File: config.mk
export PLATFORM = sky130hd
export DESIGN_NAME = bcd_down_timer_flat
export DESIGN_NICKNAME = d
export VERILOG_FILES = /design/src/rtl/bcd_down_timer_if.sv /design/src/rtl/bcd_down_timer.sv /design/src/flat_wrapper.sv
export SDC_FILE = /design/constraint.sdc
export NUM_CORES = 1
export LEC_CHECK = 0
export CAP_MARGIN = 20
export CORE_MARGIN = 5
export CORE_UTILIZATION = 45
export CTS_BUF_LIST = sky130_fd_sc_hd__clkbuf_4 sky130_fd_sc_hd__clkbuf_8 sky130_fd_sc_hd__clkbuf_16
export DETAILED_ROUTE_END_ITERATION = 8
export GPL_TIMING_DRIVEN = 0
export PLACE_DENSITY = 0.78
export SLEW_MARGIN = 20
export SYNTH_ARGS = -nofsm -noshare
export SYNTH_HDL_FRONTEND = slang
export SYNTH_SLANG_ARGS = --single-unit
File: constraint.sdc
create_clock -name i_clk -period 2.67 [get_ports i_clk]
set_input_delay 0.534 -clock i_clk [delete_from_list [all_inputs] [get_ports i_clk]]
set_output_delay 0.534 -clock i_clk [all_outputs]
set_load 0.01 [all_outputs]
File: src/rtl/bcd_down_timer_if.sv
// Control and status bundle for bcd_down_timer: load/run/tick commands in,
// registered BCD count and status flags out.
interface bcd_down_timer_if #(
   parameter int DIGITS = 2
);
   localparam int W = 4 * DIGITS;

   logic         load;
   logic [W-1:0] ldval;
   logic         run;
   logic         tick;
   logic [W-1:0] cnt;
   logic         zero;
   logic         busy;
   logic         done;

   // Handshake: there is no valid/ready pair. Every input is sampled on each
   // rising clock edge. load and tick are single-cycle strobes and run is a level.
   // The timer always accepts them, subject to its priority rules.
   modport master (
      output load,
      output ldval,
      output run,
      output tick,
      input  cnt,
      input  zero,
      input  busy,
      input  done
   );

   modport slave (
      input  load,
      input  ldval,
      input  run,
      input  tick,
      output cnt,
      output zero,
      output busy,
      output done
   );
endinterface

File: src/rtl/bcd_down_timer.sv
// Cascadable multi-digit BCD down-counter: load, run/pause, one-cycle DONE on
// reaching zero by counting, then holds in EXPIRED until reloaded or reset.
module bcd_down_timer #(
   parameter int DIGITS = 2
) (
   input  logic              i_clk,
   input  logic              i_rst,
   bcd_down_timer_if.slave   bus,
   output logic [1:0]        o_state
);

   localparam int W = 4 * DIGITS;

   typedef enum logic [1:0] {
      IDLE    = 2'd0,
      COUNT   = 2'd1,
      EXPIRED = 2'd2
   } state_t;

   state_t       r_state;
   state_t       w_state_nxt;
   logic [W-1:0] r_cnt;
   logic [W-1:0] w_cnt_nxt;
   logic         r_done;
   logic         w_done_nxt;
   logic         r_busy;

   logic [W-1:0]      w_ldval_clamped;
   logic [W-1:0]      w_cnt_dec;
   logic [DIGITS-1:0] w_borrow;
   logic              w_zero;
   logic              w_is_one;

   // Per-digit clamping of the load value and the BCD borrow chain.
   // w_borrow[i] is the borrow that flows into digit i. Digit 0 always takes
   // the decrement. A borrow continues upward only past digits that read 0.
   // No borrow leaves the top digit, because COUNT never holds a zero count.
   assign w_borrow[0] = 1'b1;

   for (genvar i = 0; i < DIGITS; i++) begin : g_digit
      logic [3:0] w_ld_dig;
      logic [3:0] w_cur_dig;

      assign w_ld_dig  = bus.ldval[4*i +: 4];
      assign w_cur_dig = r_cnt[4*i +: 4];

      assign w_ldval_clamped[4*i +: 4] = (w_ld_dig > 4'd9) ? 4'd9 : w_ld_dig;

      assign w_cnt_dec[4*i +: 4] = !w_borrow[i]        ? w_cur_dig :
                                   (w_cur_dig == 4'd0) ? 4'd9      :
                                                         w_cur_dig - 4'd1;

      if (i < DIGITS - 1) begin : g_chain
         assign w_borrow[i+1] = w_borrow[i] && (w_cur_dig == 4'd0);
      end
   end

   assign w_zero   = (r_cnt == '0);
   assign w_is_one = (r_cnt == W'(1));

   // Next-state and next-count logic. LOAD overrides everything except reset.
   always_comb begin
      w_state_nxt = r_state;
      w_cnt_nxt   = r_cnt;
      w_done_nxt  = 1'b0;

      if (bus.load) begin
         w_cnt_nxt   = w_ldval_clamped;
         w_state_nxt = IDLE;
      end else begin
         unique case (r_state)
            IDLE: begin
               if (bus.run && !w_zero) begin
                  w_state_nxt = COUNT;
               end
            end
            COUNT: begin
               if (!bus.run) begin
                  w_state_nxt = IDLE;
               end else if (bus.tick) begin
                  w_cnt_nxt = w_cnt_dec;
                  if (w_is_one) begin
                     w_state_nxt = EXPIRED;
                     w_done_nxt  = 1'b1;
                  end
               end
            end
            EXPIRED: begin
               w_state_nxt = EXPIRED;
            end
            default: begin
               w_state_nxt = IDLE;
            end
         endcase
      end
   end

   always_ff @(posedge i_clk) begin
      if (i_rst) begin
         r_state <= IDLE;
         r_cnt   <= '0;
         r_done  <= 1'b0;
         r_busy  <= 1'b0;
      end else begin
         r_state <= w_state_nxt;
         r_cnt   <= w_cnt_nxt;
         r_done  <= w_done_nxt;
         r_busy  <= (w_state_nxt == COUNT);
      end
   end

   assign bus.cnt  = r_cnt;
   assign bus.zero = w_zero;
   assign bus.busy = r_busy;
   assign bus.done = r_done;
   assign o_state  = r_state;

endmodule

File: src/flat_wrapper.sv
// flat-port wrapper written by rule: the top's interface ports become plain ports
module bcd_down_timer_flat 
#(
   parameter int DIGITS = 2
)
  (i_clk, i_rst, o_state, bus_load, bus_ldval, bus_run, bus_tick, bus_cnt, bus_zero, bus_busy, bus_done);
  bcd_down_timer_if #(.DIGITS(DIGITS)) bus_i ();
  input  logic i_clk;
  input  logic i_rst;
  output logic [1:0] o_state;
  input wire logic [$bits(bus_i.load)-1:0] bus_load;
  input wire logic [$bits(bus_i.ldval)-1:0] bus_ldval;
  input wire logic [$bits(bus_i.run)-1:0] bus_run;
  input wire logic [$bits(bus_i.tick)-1:0] bus_tick;
  output wire logic [$bits(bus_i.cnt)-1:0] bus_cnt;
  output wire logic [$bits(bus_i.zero)-1:0] bus_zero;
  output wire logic [$bits(bus_i.busy)-1:0] bus_busy;
  output wire logic [$bits(bus_i.done)-1:0] bus_done;
  assign bus_i.load = bus_load;
  assign bus_i.ldval = bus_ldval;
  assign bus_i.run = bus_run;
  assign bus_i.tick = bus_tick;
  assign bus_cnt = bus_i.cnt;
  assign bus_zero = bus_i.zero;
  assign bus_busy = bus_i.busy;
  assign bus_done = bus_i.done;
  bcd_down_timer #(.DIGITS(DIGITS)) u_core (.i_clk(i_clk), .i_rst(i_rst), .bus(bus_i), .o_state(o_state));
endmodule
# After elaboration in Yosys (flattened, before gate mapping)
# Cells that the tools add are included.
totals:
  romBits: 0
  latch_bits: 0
  register_bits: 12
  mem_count: 0
  ramBits: 0
op_classes:
  shift: 0
  n_lt_le_gt_ge: 2
  div: 0
  eq_ne: 4
  n_addsub: 2
  multipliers: 0
  n_bitwise: 3
  n_reduce_logical: 13
  n_mux: 16
op_table:
  columns: ["cell", "count"]
  rows:
  - ["2-to-1 mux 8 bit", 4]
  - ["2-to-1 mux 4 bit", 5]
  - ["2-to-1 mux 2 bit", 5]
  - ["== test 8 x 1 -> 1 bit, second input constant", 1]
  - ["greater-than comparator 4 bit, second input constant", 2]
  - ["zero test 4 bit", 2]
  - ["zero test 8 bit", 1]
  - ["nonzero test 2 bit", 4]
  - ["subtractor 4 x 1 -> 4 bit, second input constant", 2]
  - ["one-hot mux 2 bit (3 select lines)", 1]
  - ["OR reduction 5 bit", 1]
  - ["== test 2 x 1 -> 1 bit, second input constant", 2]
  - ["AND reduction 4 bit", 1]
  - ["NOT 1 bit", 3]
  - ["AND reduction 3 bit", 1]
  - ["== test 2 bit, second input constant", 1]
  - ["zero test 2 bit", 1]
  - ["logical AND 1 bit", 1]
  - ["zero test 1 bit", 1]
  - ["2-to-1 mux 1 bit", 1]

# Logic depth before layout (Yosys ltp)
# Gate-level depths: netlist of the first run.
logic_depth:
  depth_word: 7
  mapped_depth: 5

# Worst setup path before layout of the first run
# Ideal clock, no wire load.
synth_timing:
  path_kind: "input to register"
  start: "input port bus_load"
  end: "register u_core.r_cnt[5] (netlist: u_core.bus.cnt[5])"
  arrival_ps: 1647
  t_required_ps: 2585
  setup_slack_ps: 939
  stages: 4
  setup_time_ps: 85
  path_cell_list: "clkbuf_1 > inv_2 > or4b_2 > o31ai_2"
synth_between:
  elab_chain_len: 2
synth_rtl:
  columns: ["element", "line_no", "source"]
  rows:
  - ["start: declaration", "flat_wrapper.sv:11", "input wire logic [$bits(bus_i.load)-1:0] bus_load;"]
  - ["nonzero test 2 bit (no source line)", null, null]
  - ["AND reduction 4 bit (no source line)", null, null]
  - ["end signal: assignment", "bcd_down_timer.sv:106", "r_cnt <= w_cnt_nxt;"]
  - ["end: declaration", "bcd_down_timer.sv:22", "logic [W-1:0] r_cnt;"]
# Parallel ways exist; a longest one is shown, timed or not.
# A chain may end at the register's enable or synchronous reset.

# Final worst setup path of the first run
layout_timing:
  start: "register u_core.r_cnt[4] (netlist: u_core.bus.cnt[4])"
  end: "output port bus_zero"
layout_between:
  elab_chain_len: 1
layout_rtl:
  columns: ["element", "line_no", "source"]
  rows:
  - ["zero test 8 bit", "bcd_down_timer.sv:58", "assign w_zero = (r_cnt == '0);"]
  - ["end: declaration", "flat_wrapper.sv:16", "output wire logic [$bits(bus_i.zero)-1:0] bus_zero;"]
# No other way between the ends.

==> impl_metrics.yaml, run 1 <==
status:
  status: "complete, no violations"
sta:
  max_freq_mhz: 397.2
  worst_clock_skew_ps: 1.858
  min_period_over_period_pct: 94.30
  maxSlewViolCount: 0
  final.min_clock_period_ps: 2518
  grt_setup_unrepaired: "no"
  hold_violations: 0
  relative_slew_margins_pct: 66.94
  max_slew.worst_pin.slew_ps: 495.9
  tns_ps: 0
  setup_violations: 0
critical_path:
  crit_path_end_kind: "output pin"
  timing.critical_path.required_ps: 2140
  timing.critical_path.from_type: "flop"
  timing.critical_path.cells: "or3_4 > nor4b_2 > clkdlybuf4s50_1"
  critical_path_buf_inv_count: 1
  cp.depth: 3
  worst_case_reg_to_reg_path_depth: 4
  critical_path.top_delay_family: "simple AND/OR/NAND/NOR gates"
  arrival_ps: 1980
  critical_path_peak_fanout: 5
  critical-path-slowest-cell: "sky130_fd_sc_hd__clkdlybuf4s50_1"
  regToRegSetupSlack_ps: 1060
  worst-setup-path-type: "reg2out"
  crit_path_max_incr_delay_ps: 590
global_routing:
  global_route.overflow_total: 0
  groute.usage.overall_pct: 16.28
  grt_pass1_wl_mm: 3.015
  grt_max_degree: 11
  grt_antenna_before_repair: 0
  first_global_vias: 647
drt:
  drt-total-wl_mm: 1.670
  routed_via_density: 5.545
  first_iter_violations: 12
  post_drt_wl_per_cell_um: 14.91
  drt.antenna.violating_nets: 0
  drc_errors: 0
  detailroute.via_count: 621
  drt_pass1_iterations: 4
floorplan:
  die_width_um: 48.79
  die_height_um: 48.79
  fp-row-count: 14
  start_util_pct: 46.00
  io_pins: 26
  placeableCoreArea_um2: 1471
  die-area_um2: 2380
final_layout:
  fraction_of_final_layout_cells_sized_beyond_drive_strength_1_pct: 19.79
  n_antenna_cell: 0
  fin_area_um2: 973.4
  postLayoutCoreUtil_pct: 66.16
  finish.cell_count_without_fillers: 112
  finalNetCount: 110
  synth_to_final_area_change_pct: 43.81
clock_tree:
  cts_buffers: 3
  worst_skew_pair.late_latency_ps: 280
  cts-htree-levels: 1
  post_cts_sizing_count: 0
  cts.path.max_buffers: 2
  sinks_on_clock_net: 12
  clk_pin_slew_ps: 80
  number_of_buffers_inserted_by_post_cts_setup_repair: 0
  tritoncts: "done"
  cts-root-buf: "sky130_fd_sc_hd__clkbuf_4"
  cts_hold_buffers: 0
pwr:
  p_per_area_nw_per_um2: 466.6
  power_leakage_nw: 0.3506
  peakVddDrop_mv: 0.2637
  total_power_uw: 454.2
min_path:
  hold_path_depth: 2
  hold_class: "reg2reg"
synth:
  post_synth_instance_area_um2: 676.9
  ys_top_cells_by_area: "sky130_fd_sc_hd__dfxtp_1 (35%), sky130_fd_sc_hd__a211oi_1 (4.4%), sky130_fd_sc_hd__nor2_1 (4.4%), sky130_fd_sc_hd__nor4_2 (3.7%), sky130_fd_sc_hd__nand4b_4 (3.5%)"
  synth_largest_type_area_fraction_pct: 35.49
  post_synth.cell_area_avg_um2: 9.954
  synth_fp_nets: 81
  yosys_warnings: 0
  synth_top_cell_by_area: "sky130_fd_sc_hd__dfxtp_1"
  most_instantiated_flip_flop_cell_in_the_synthesis_netlist: "sky130_fd_sc_hd__dfxtp_1"
  async_reset_ff_share_pct: 0
  synth-edff-count: 0
  synth.lib_cells_used.distinct: 38
  ys_ff_latch: 12
  proportion_of_synthesized_chip_area_in_sequential_cells_pct: 35.49
  synthesis.instances: 68
place:
  place_inst: 108
  port_buffers: 24
  placed_area_um2: 937.1
  detailedPlacementHpwl_mm: 1.210
  gp_congestion: 0.8259
job:
  maxCapViolCount: 0
[sequential cells by signal, indices dropped and copies added (netlist names)]
| signal | flops |
|---|---|
| u_core.bus.busy | 1 |
| u_core.bus.cnt | 8 |
| u_core.bus.done | 1 |
| u_core.o_state | 2 |
[power breakdown]
group	internal, mW	switching [mW]	total (mW)
sequential	0.188	0.0148	0.203
combinational	0.0577	0.0430	0.101
clock	0.0831	0.0671	0.150
total	0.329	0.125	0.454
[per-layer routing]
layer	GRT usage [%]	vias up	part of all wire [%]
li1	-	315	-
met1	19.14	286	43
met2	25.43	15	49
met3	4.587	5	5.1
met4	10.76	0	3.2
met5	0	-	0
[worst register-to-register path: stages, from the launching register on]
cell and delay, ps:
sky130_fd_sc_hd__dfxtp_1 360, sky130_fd_sc_hd__or3_4 440, sky130_fd_sc_hd__nor4_2 350, sky130_fd_sc_hd__nand4b_1 150, sky130_fd_sc_hd__a211oi_1 240
[through the flow]
stage | worst slack (ps) | hold WS [ps]
6_report | 152.2 | 534.6
5_1_grt | 67.51 | 569.6
4_1_cts | 149.8 | 532.4
3_5_place_dp | 459.8 | 516.5
3_3_place_gp | 467.2 | 511.2
2_1_floorplan | 938.5 | 527.5
[cell usage after synthesis, types with 2 or more instances]
library cell and n:
sky130_fd_sc_hd__a211oi_1 4, sky130_fd_sc_hd__a21oi_1 3, sky130_fd_sc_hd__a221oi_1 2, sky130_fd_sc_hd__clkbuf_1 2
sky130_fd_sc_hd__dfxtp_1 12, sky130_fd_sc_hd__nand2b_1 2, sky130_fd_sc_hd__nor2_1 8, sky130_fd_sc_hd__nor2b_1 2
sky130_fd_sc_hd__nor4_2 2, sky130_fd_sc_hd__o21ai_0 2, sky130_fd_sc_hd__xnor2_1 2
[layout make-up]
class,count,area [µm²]
buffer,2,7.507
clock buffer,4,36.28
fill,136,498.0
inverter,2,7.507
multi-input combinational,52,421.7
sequential,12,240.2
tap,16,20.02
timing repair buffer,24,240.2
[cells in the final DEF, fill, tap and decap left out, types with 3 or more instances in the layout]
master	n
sky130_fd_sc_hd__a211oi_1	4
sky130_fd_sc_hd__a21oi_1	3
sky130_fd_sc_hd__clkbuf_4	3
sky130_fd_sc_hd__clkdlybuf4s50_1	24
sky130_fd_sc_hd__dfxtp_1	12
sky130_fd_sc_hd__nor2_1	8
[logic make-up after synthesis]
kind of cell | Yosys count | synth area share [%]
AO/OA/AOI/OAI | 19 | 21.81
flip-flops | 12 | 35.49
XOR/XNOR | 3 | 3.882
multiplexers | 2 | 3.142
buffers and inverters | 4 | 2.217
AND/OR/NAND/NOR | 28 | 33.46
[worst paths after layout]
| kind | startpoint | endpoint |
|---|---|---|
| setup / recovery | u_core.bus.cnt[4] | bus_zero |
| hold / removal | u_core.o_state[1] | u_core.o_state[1] |
| setup reg to reg | u_core.bus.cnt[4] | u_core.o_state[1] |
| hold reg to reg | u_core.o_state[1] | u_core.o_state[1] |
Power figures use the tool's default switching activity.
==> run 2, diff against run 1 <==
Settings changed: GPL_TIMING_DRIVEN 0 to unset, SETUP_SLACK_MARGIN set to 0.2.
==> impl_metrics.yaml, run 2 (same netlist as run 1, synthesis figures left out) <==
final_layout:
  finalNetCount: 111
  finish.cell_count_without_fillers: 113
  layout_common_cells: "sky130_fd_sc_hd__clkdlybuf4s50_1 (24), sky130_fd_sc_hd__dfxtp_1 (12), sky130_fd_sc_hd__nor2_1 (8)"
  final_common_cell: "sky130_fd_sc_hd__clkdlybuf4s50_1"
  layout.filler_cells: 126
  largest_register_ffs: 8
  synth_to_final_area_change_pct: 46.21
  n_antenna_cell: 0
  fraction_of_final_layout_cells_sized_beyond_drive_strength_1_pct: 21.65
  postLayoutCoreUtil_pct: 67.26
  fin_area_um2: 989.7
min_path:
  min-delay-start: "u_core.o_state[1]"
  hold_path_depth: 2
  hold_class: "reg2reg"
  min_delay_worst_endpoint: "u_core.o_state[1]"
sta:
  min_period_over_period_pct: 83.16
  finalHoldWorstSlack_ps: 520.4
  grt_setup_unrepaired: "no"
  max_slew.worst_pin.slew_ps: 448.9
  worst_clock_skew_ps: 2.915
  final.setup.worst_slack_ps: 449.6
  maxSlewViolCount: 0
  hold_violations: 0
  setup_violations: 0
  tns_ps: 0
  relative_slew_margins_pct: 69.65
  max_freq_mhz: 450.4
  final.min_clock_period_ps: 2220
place:
  pre_cts_slack_ps: 455.7
  place_inst: 109
  gp_congestion: 0.7559
  port_buffers: 25
  placed_area_um2: 954.7
floorplan:
  die_width_um: 48.79
  fp-row-count: 14
  io_pins: 26
  placeableCoreArea_um2: 1471
  die_height_um: 48.79
  die-area_um2: 2380
  start_util_pct: 46.00
critical_path:
  worst-setup-path-type: "reg2out"
  crit_path_end_kind: "output pin"
  arrival_ps: 1690
  timing.critical_path.from_type: "flop"
  critical-path-slowest-cell: "sky130_fd_sc_hd__or3_4"
  critical_path_peak_fanout: 5
  worst_case_reg_to_reg_path_depth: 4
  reg2reg_from: "u_core.bus.cnt[4]"
  crit_path_max_incr_delay_ps: 430
  cp.depth: 3
  regToRegSetupSlack_ps: 1070
  timing.critical_path.required_ps: 2140
  critical_path_buf_inv_count: 1
  critical_path.top_delay_family: "simple AND/OR/NAND/NOR gates"
  timing.critical_path.from: "u_core.bus.cnt[4]"
  timing.critical_path.cells: "or3_4 > nor4b_2 > dlygate4sd2_1"
  critical_path.reg2reg.endpoint: "u_core.o_state[1]"
drt:
  routed_via_density: 5.496
  drc_errors: 0
  first_iter_violations: 12
  drt_pass1_iterations: 3
  drt-total-wl_mm: 1.623
  detailroute.via_count: 621
  drt.antenna.violating_nets: 0
  post_drt_wl_per_cell_um: 14.36
global_routing:
  global_route.overflow_total: 0
  groute.usage.overall_pct: 14.44
  grt_antenna_before_repair: 0
  grt_pass1_wl_mm: 2.766
  grt_max_degree: 11
  first_global_vias: 611
clock_tree:
  worst_skew_pair.late_latency_ps: 270
  cts_buffers: 3
  sinks_on_clock_net: 12
  cts-root-buf: "sky130_fd_sc_hd__clkbuf_4"
  tritoncts: "done"
  cts-htree-levels: 1
  cts_hold_buffers: 0
  clk_pin_slew_ps: 80
  cts.path.max_buffers: 2
pwr:
  total_power_uw: 450.5
  peakVddDrop_mv: 0.3082
  power_leakage_nw: 0.3655
  p_per_area_nw_per_um2: 455.2
status:
  status: "complete, no violations"
job:
  maxCapViolCount: 0
-- run 2: changes by cell type in the layout (fill, tap and decap cells not counted), sizes merged --
| cell | before | now |
|---|---|---|
| dlygate4sd2 | 0 | 1 |
| buf | 0 | 2 |
| clkbuf | 6 | 4 |
-- run 2: what timing repair did --
item / 4_1_cts / 5_1_grt
endpoints found under the hold margin: 0 / 0
resized for setup: 1 / 0
setup buffers: 0 / 0
setup endpoints to repair: 1 / 0
-- run 2: routing by layer --
metal  GRT usage, %  wire, µm  vias to the layer above
met2          22.61       781                       16
met1          17.98       746                      280
met5              0         0                        -
met3          4.281        79                        2
met4          6.726        15                        0
li1               -         -                      323
-- run 2: final cells by class --
class,instances,area [µm²],share of cell area [%]
multi-input combinational,52,421.7,42.60
timing repair buffer,27,264.0,26.68
sequential,12,240.2,24.27
clock buffer,4,36.28,3.666
tap,16,20.02,2.023
inverter,2,7.507,0.7585
-- run 2: worst min-delay path, stage by stage (launching register included) --
cell	delay (ps)
sky130_fd_sc_hd__dfxtp_1	340
sky130_fd_sc_hd__nand2b_1	80
sky130_fd_sc_hd__a211oi_1	60
-- run 2: how the worst max path moves through the flow --
| stage | end |
|---|---|
| after floorplan | u_core.bus.cnt[5] |
| after global placement | bus_zero |
| after detailed placement | bus_zero |
| after CTS | bus_zero |
| after global routing | bus_zero |
| final | bus_zero |
-- run 2: report_power, final --
group          internal, mW  switching [mW]  leakage [nW]
combinational        0.0592          0.0433         0.246
sequential            0.188          0.0152        0.0988
clock                0.0829          0.0615        0.0210
